==> src/rtl/pwm_capture.sv <==
// pwm_capture: measures period and high time of an asynchronous PWM input
module pwm_capture #(
  parameter int N = 10,
  parameter int SYNC_STAGES = 2
) (
  input  logic         clk,
  input  logic         reset,
  input  logic         pwm_in,
  output logic [N-1:0] period_out,
  output logic [N-1:0] high_out,
  output logic         valid,
  output logic         lost,
  output logic         level_out
);
  typedef enum logic [1:0] {IDLE, HIGH, LOW, LOST} state_t;
  localparam logic [N-1:0] MAX = '1;
  state_t state;
  logic [SYNC_STAGES-1:0] sync;
  logic p;
  logic [N-1:0] cnt, hi_lat;
  logic rise, fall, at_max;
  assign level_out = sync[SYNC_STAGES-1];
  assign rise = level_out & ~p;
  assign fall = ~level_out & p;
  assign at_max = cnt == MAX;
  always_ff @(posedge clk) begin
    if (reset) begin
      sync <= '0;
      p <= 1'b0;
      cnt <= '0;
    end else begin
      sync <= {sync[SYNC_STAGES-2:0], pwm_in};
      p <= level_out;
      cnt <= rise ? N'(1) : at_max ? cnt : cnt + 1'b1;
    end
  end
  always_ff @(posedge clk) begin
    if (reset) begin
      state <= IDLE;
      hi_lat <= '0;
      period_out <= '0;
      high_out <= '0;
      valid <= 1'b0;
      lost <= 1'b0;
    end else begin
      valid <= 1'b0;
      case (state)
        IDLE: if (rise) state <= HIGH;
        HIGH:
          if (fall) begin
            state <= LOW;
            hi_lat <= cnt;
          end else if (at_max) begin
            state <= LOST;
            lost <= 1'b1;
          end
        LOW:
          if (rise) begin
            state <= HIGH;
            period_out <= cnt;
            high_out <= hi_lat;
            valid <= 1'b1;
          end else if (at_max) begin
            state <= LOST;
            lost <= 1'b1;
          end
        LOST:
          if (rise) begin
            state <= HIGH;
            lost <= 1'b0;
          end
        default: state <= IDLE;
      endcase
    end
  end
endmodule

==> config.mk <==
export PLATFORM = sky130hd
export DESIGN_NAME = pwm_capture
export DESIGN_NICKNAME = d
export VERILOG_FILES = /design/src/rtl/pwm_capture.sv
export SDC_FILE = /design/constraint.sdc
export NUM_CORES = 1
export LEC_CHECK = 0
export ABC_AREA = 1
export CORE_MARGIN = 2
export CORE_UTILIZATION = 48
export CTS_CLUSTER_DIAMETER = 60
export CTS_CLUSTER_SIZE = 16
export DETAILED_ROUTE_END_ITERATION = 6
export PLACE_DENSITY_LB_ADDON = 0.2
export SYNTH_ARGS = -nofsm -noshare
export SYNTH_HDL_FRONTEND = slang
export SYNTH_SLANG_ARGS = --single-unit
==> constraint.sdc <==
create_clock -name clk -period 1.4 [get_ports clk]
set_clock_uncertainty 0.15 [all_clocks]
set_input_delay 0.14 -clock clk [delete_from_list [all_inputs] [get_ports clk]]
set_output_delay 0.14 -clock clk [all_outputs]
set_load 0.01 [all_outputs]
==> results of run 1 <==
==> final timing paths <==
path,startpoint,end,slack (ns),depth (start not counted)
setup / recovery,state[0]$_SDFFE_PP0P_,hi_lat[9]$_SDFFE_PP0P_,0.02,7
hold / removal,pwm_in,sync[0]$_SDFF_PP0_,0.20,3
setup reg to reg,state[0]$_SDFFE_PP0P_,hi_lat[9]$_SDFFE_PP0P_,0.02,7
hold reg to reg,sync[0]$_SDFF_PP0_,sync[1]$_SDFF_PP0_,0.25,2
==> worst min-delay path, delay by kind of cell <==
family                 cells  cell delay [ns]
buffers and inverters      2             0.44
AND/OR/NAND/NOR            1             0.03
==> logic make-up after synthesis <==
family          Yosys count  share of synthesized area
fa+ha+maj                 5                    0.03226
simple gates            116                     0.2729
buf+inv                  39                    0.07807
flops                    47                     0.4852
compound gates           48                     0.1271
xor+xnor                  1                   0.004517
==> final cells by class <==
class | count | area (um2)
clock buffers | 6 | 72.57
multi-input cells | 170 | 977.2
inverters | 28 | 110.1
flip-flops and latches | 47 | 955.9
repair buffers | 53 | 511.7
fillers | 335 | 1222
well taps | 50 | 62.56
clock inverters | 1 | 30.03
==> report_power, final <==
part,total (mW),internal [mW],switching (mW)
Combinational,0.161,0.0692,0.0918
Clock,0.951,0.523,0.428
Sequential,1.37,1.35,0.0162
==> repair_timing <==
item,4_1_cts,5_1_grt
hold buffers,0,0
resized for setup,44,31
setup endpoints to repair,65,39
pin swaps,8,12
gates cloned,0,2
setup buffers,5,0
==> synth_stat cells <==
cell type,n
ha_1,5
nand3b_1,1
nand2_4,1
o21ai_0,13
a21oi_2,1
a21oi_1,32
nand2_1,56
dfxtp_1,47
clkbuf_1,2
buf_2,4
nand3_2,1
buf_1,5
nand2_2,1
nor2_2,1
inv_1,28
xnor2_1,1
or2_2,1
a31oi_1,2
nand4_1,3
nor2_4,3
nor2_1,17
nand3_1,31
==> sequential cells by signal, summed over array words and instances, names as in the netlist <==
register / cells
hi_lat: 10
cnt: 10
sync: 2
high_out: 10
lost: 1
valid: 1
p: 1
period_out: 10
state: 2
==> layer usage <==
| metal | share of wire | wire, um |
|---|---|---|
| met2 | 0.51 | 2518 |
| met5 | 0 | 0 |
| met4 | 0.012 | 59 |
| met1 | 0.41 | 2026 |
| met3 | 0.064 | 316 |
==> through the flow <==
stage | instance area (um2) | power (mW)
floorplan | 1942 | 1.464
finish | 2720 | 2.479
global route | 2720 | 2.567
global placement | 2416 | 1.518
CTS | 2594 | 2.486
detailed placement | 2416 | 1.521
==> results.json, run 1 <==
{
  "status": "completed",
  "dp_slack_ns": -0.1024,
  "setup_tns_ns": 0,
  "ys_ff_latch": 47,
  "power_leakage_nw": 1.185,
  "drt-pass1-iter-count": 4,
  "gp_congestion": 0.8649,
  "ant_nets": 0,
  "via_per_inst": 5.211,
  "die_area_um2": 4565,
  "grt_busiest_layer": "met2",
  "pwr_density_cell_nw_per_um2": 911.4,
  "cts_max_level": 2,
  "place_hpwl_um": 3165,
  "worst_slack_ns": 0.01768,
  "overflow": 0,
  "cts_tree": "built",
  "routed_wl_um": 4921,
  "cts_buffer_depth": 2,
  "hold_viol": 0,
  "ys_warn_count": 0,
  "ys_seq_area_frac": 0.4852,
  "fin_crit_ns": 1.382,
  "root_buffer": "clkbuf_8",
  "rsz0062_at_grt": "true",
  "clock.fmax_ghz": 0.7234,
  "grt_util_all_layers": 0.2175,
  "grtUsageMet2": 0.3762,
  "irDropWorstVdd_uv": 563.4,
  "initialDrtViolationCount": 169,
  "holdWs_ns": 0.1954,
  "first_global_vias": 1660,
  "final_common_cell": "nand2_1",
  "rows": 23,
  "drc_errors": 0,
  "path_buf_inv": 3,
  "met1_usage": 0.2602,
  "num_vias": 1850,
  "dp.cells": 343,
  "syn_inst": 256,
  "max_slew_margin": 0.7403,
  "setup_viol": 0,
  "clk_latency_ns": 0.30,
  "synth_area_leaders": "dfxtp_1 (49%), nand2_1 (11%), a21oi_1 (8.3%)",
  "fin_crit_sh": 0.9874,
  "grt_max_degree": 25,
  "syn_nets": 264,
  "syn_area_um2": 1939,
  "postSynthAreaPerCell_um2": 7.576,
  "fin_nets": 313,
  "critPathCaptureType": "flip-flop",
  "tightest_slew_ns": 0.3892,
  "final_max_slew_viol_count": 0,
  "synthToLayoutAreaGrowth_pct": 40.26,
  "grt_pass1_wl_um": 7417,
  "crit_required_ns": 1.44,
  "fin_cells": 355,
  "yosys.area.top_type": "dfxtp_1",
  "grt_use_met3": 0.05167,
  "initial_core_util": 0.4919,
  "dieWidth_um": 67.57,
  "cp_max_fo": 8,
  "cp_slowest_stage_delay_ns": 0.34,
  "cts_buffers": 5,
  "arrival_ns": 1.43,
  "portBuffers": 25,
  "cap_violations": 0,
  "final_util": 0.6899,
  "top_level_ports": 26,
  "antenna_found_initial": 0,
  "crit_slowest_cell": "dfxtp_2",
  "clkSinkCount": 47,
  "drive_gt1_frac": 0.2492,
  "hp-class": "input pin to flip-flop",
  "layout_common_cells": "nand2_1 (49), dfxtp_1 (39), nand3_1 (29), a21oi_1 (29), dlygate4sd2_1 (23)",
  "diodes": 0,
  "synth_top_area_frac": 0.4852,
  "cp_cell_sequence": "buf_6 > ha_4 > nand3_4 > inv_4 > buf_12 > o21ai_0 > a21oi_1",
  "chipHeight_um": 67.57,
  "core_area_um2": 3943,
  "clk_pin_slew_ns": 0.08,
  "critical-path-top-delay-family": "flip-flops",
  "wire_per_inst_um": 13.86,
  "synth.distinct_cells": 22,
  "cp-start-kind": "flip-flop",
  "crit_type": "flip-flop to flip-flop"
}
(Power assumes the default switching activity.)
==> run 2, diff against run 1 <==
ABC_CLOCK_PERIOD_IN_PS = 1400   (was not set)
REMOVE_ABC_BUFFERS = 1   (was not set)
==> run 2 against run 1 <==
Effect of this change: the run now ends with setup timing left; sequential share of layout area shrank 0.36 points; critical path depth grew 2; flip-flop and latch count is the same; clock power shrank 17%; via count shrank 1.5%; worst setup slack lost 0.045 ns; non-clock buffer count grew 3; global-route usage shrank 1.0 points; critical path type unchanged; critical endpoint is now state[1]$_SDFFE_PP0P_; largest power group unchanged; highest routed layer unchanged.
==> results.json, run 2 (synthesis results as in run 1) <==
{
  "drive_gt1_frac": 0.2621,
  "nFillCells": 323,
  "cts_max_level": 2,
  "r2r_end": "state[1]$_SDFFE_PP0P_",
  "hold_end": "sync[0]$_SDFF_PP0_",
  "worst_slack_ns": -0.02734,
  "final_common_cell": "nand2_1",
  "path_buf_inv": 4,
  "final_max_slew_viol_count": 0,
  "initial_core_util": 0.4919,
  "cp-start-kind": "flip-flop",
  "top_level_ports": 26,
  "layout_common_cells": "nand2_1 (47), dfxtp_1 (42), nand3_1 (29)",
  "fin_crit_sh": 1.020,
  "rows": 23,
  "final_util": 0.6925,
  "die_area_um2": 4565,
  "clockPowerShare": 0.341,
  "ctsHoldBuffers": 0,
  "setup_viol": 3,
  "arrival_ns": 1.51,
  "power_leakage_nw": 1.178,
  "cp_slowest_stage_delay_ns": 0.34,
  "dieWidth_um": 67.57,
  "drc_errors": 0,
  "grt_pass1_wl_um": 7079,
  "crit_type": "flip-flop to flip-flop",
  "crit_required_ns": 1.48,
  "swShare": 0.2340,
  "max_slew_margin": 0.7542,
  "rrSetupSlack_ns": -0.03,
  "antenna_found_initial": 0,
  "root_buffer": "clkbuf_8",
  "num_vias": 1823,
  "chipHeight_um": 67.57,
  "grt_util_all_layers": 0.2071,
  "synthToLayoutAreaGrowth_pct": 40.77,
  "cp_cell_sequence": "inv_2 > buf_6 > ha_4 > inv_2 > nand2_2 > nand2_2 > nand2_1 > inv_1 > a21oi_2",
  "routed_wl_um": 4574,
  "design_area_um2": 2730,
  "violations": "setup timing",
  "hp-class": "input pin to flip-flop",
  "place_hpwl_um": 3094,
  "ff2ff_path_depth": 9,
  "cap_violations": 0,
  "core_area_um2": 3943,
  "pwr_density_cell_nw_per_um2": 846.1,
  "clock.fmax_ghz": 0.7006,
  "intPower_mw": 1.769,
  "via_per_inst": 5.078,
  "critical-path-top-delay-family": "flip-flops",
  "clk_pin_slew_ns": 0.08,
  "p_seq_frac": 0.591,
  "critPathCaptureType": "flip-flop",
  "p_sw_uw": 540.6,
  "hold_viol": 0,
  "wire_per_inst_um": 12.74,
  "cts_buffer_depth": 2,
  "clk_latency_ns": 0.30,
  "critPathLaunch": "state[1]$_SDFFE_PP0P_",
  "status": "complete, but fails checks",
  "cp_max_fo": 2,
  "drt-pass1-iter-count": 4,
  "holdWs_ns": 0.1965,
  "diodes": 0,
  "first_global_vias": 1612,
  "clkSinkCount": 47,
  "worstHoldStart": "pwm_in",
  "fin_crit_ns": 1.427,
  "irDropWorstVdd_uv": 505.4,
  "tightest_slew_ns": 0.3683,
  "fin_nets": 316,
  "dp_slack_ns": -0.08265,
  "portBuffers": 25,
  "hold_path_depth": 3,
  "pwr-share-comb": 0.068,
  "overflow": 0,
  "cts_buffers": 5,
  "grt_max_degree": 17,
  "timing.rr.start": "state[1]$_SDFFE_PP0P_",
  "cts_tree": "built",
  "gp_congestion": 0.8833,
  "rsz0062_at_grt": "true",
  "initialDrtViolationCount": 95,
  "crit_slowest_cell": "dfxtp_2",
  "ant_nets": 0,
  "dpl_cell_area_um2": 2449
}
run 2: changes by cell type in the layout (fill, tap and decap cells not counted), moves of 3 or more:
cell     previous run  this run
a21oi_1            29        24
a21oi_2             4         9
buf_6               2         6
dfxtp_1            39        42
o21ai_0             8        12
o21ai_1             4         1
run 2: metrics by stage:
step	total power, mW	std cells	TNS (ns)
2_1_floorplan	1.450	245	-11.19
3_3_place_gp	1.518	349	-0.7084
3_5_place_dp	1.520	349	-1.462
4_1_cts	2.297	358	0
5_1_grt	2.413	359	-0.4120
6_report	2.310	359	-0.03101
run 2: worst max-delay path by stage:
stage                                       endpoint  slack (ns)  cells past startpoint
final                          state[1]$_SDFFE_PP0P_       -0.03                      9
after global routing           state[1]$_SDFFE_PP0P_        -0.1                      9
after CTS                      state[1]$_SDFFE_PP0P_       0.007                      9
after detailed placement  period_out[1]$_SDFFE_PP0P_       -0.08                      6
after global placement             lost$_SDFFE_PP0P_       -0.06                      9
after floorplan                    lost$_SDFFE_PP0P_       -0.66                      7
run 2: layout make-up:
type	count	area [um2]	area share
Clock inverter	1	5.005	0.001833
Clock buffer	7	76.32	0.02796
Tap cell	50	62.56	0.02291
Timing Repair Buffer	56	526.8	0.1929
Inverter	28	110.1	0.04033
Sequential cell	47	949.7	0.3478
Multi-Input combinational cell	170	999.7	0.3662
run 2: routing by layer:
layer | share of wire | up-vias | GRT usage
li1 | - | 938 | -
met4 | 0.029 | 0 | 0.07908
met3 | 0.045 | 14 | 0.06000
met5 | 0 | - | 0
met1 | 0.46 | 827 | 0.2608
met2 | 0.46 | 44 | 0.3333
run 2: what timing repair did:
item	in CTS	in global routing
pin swaps	4	18
setup endpoints to repair	61	32
cloned	0	1
buffers inserted	1	0
gates resized for setup	41	38
run 2: worst register-to-register path, delay by kind of cell (launching register included):
| kind | cells | cell delay (ns) |
|---|---|---|
| buf+inv | 4 | 0.25 |
| compound gates | 1 | 0.14 |
| flops | 1 | 0.34 |
| simple gates | 3 | 0.22 |
| fa+ha+maj | 1 | 0.26 |
run 2: power by group through the flow:
stage               Clock, mW  Sequential [mW]  Combinational [mW]
global placement            0             1.39               0.129
CTS                     0.800             1.36               0.137
finish                  0.788             1.36               0.158
detailed placement          0             1.39               0.131
floorplan                   0             1.39              0.0568
global route            0.868             1.37               0.178
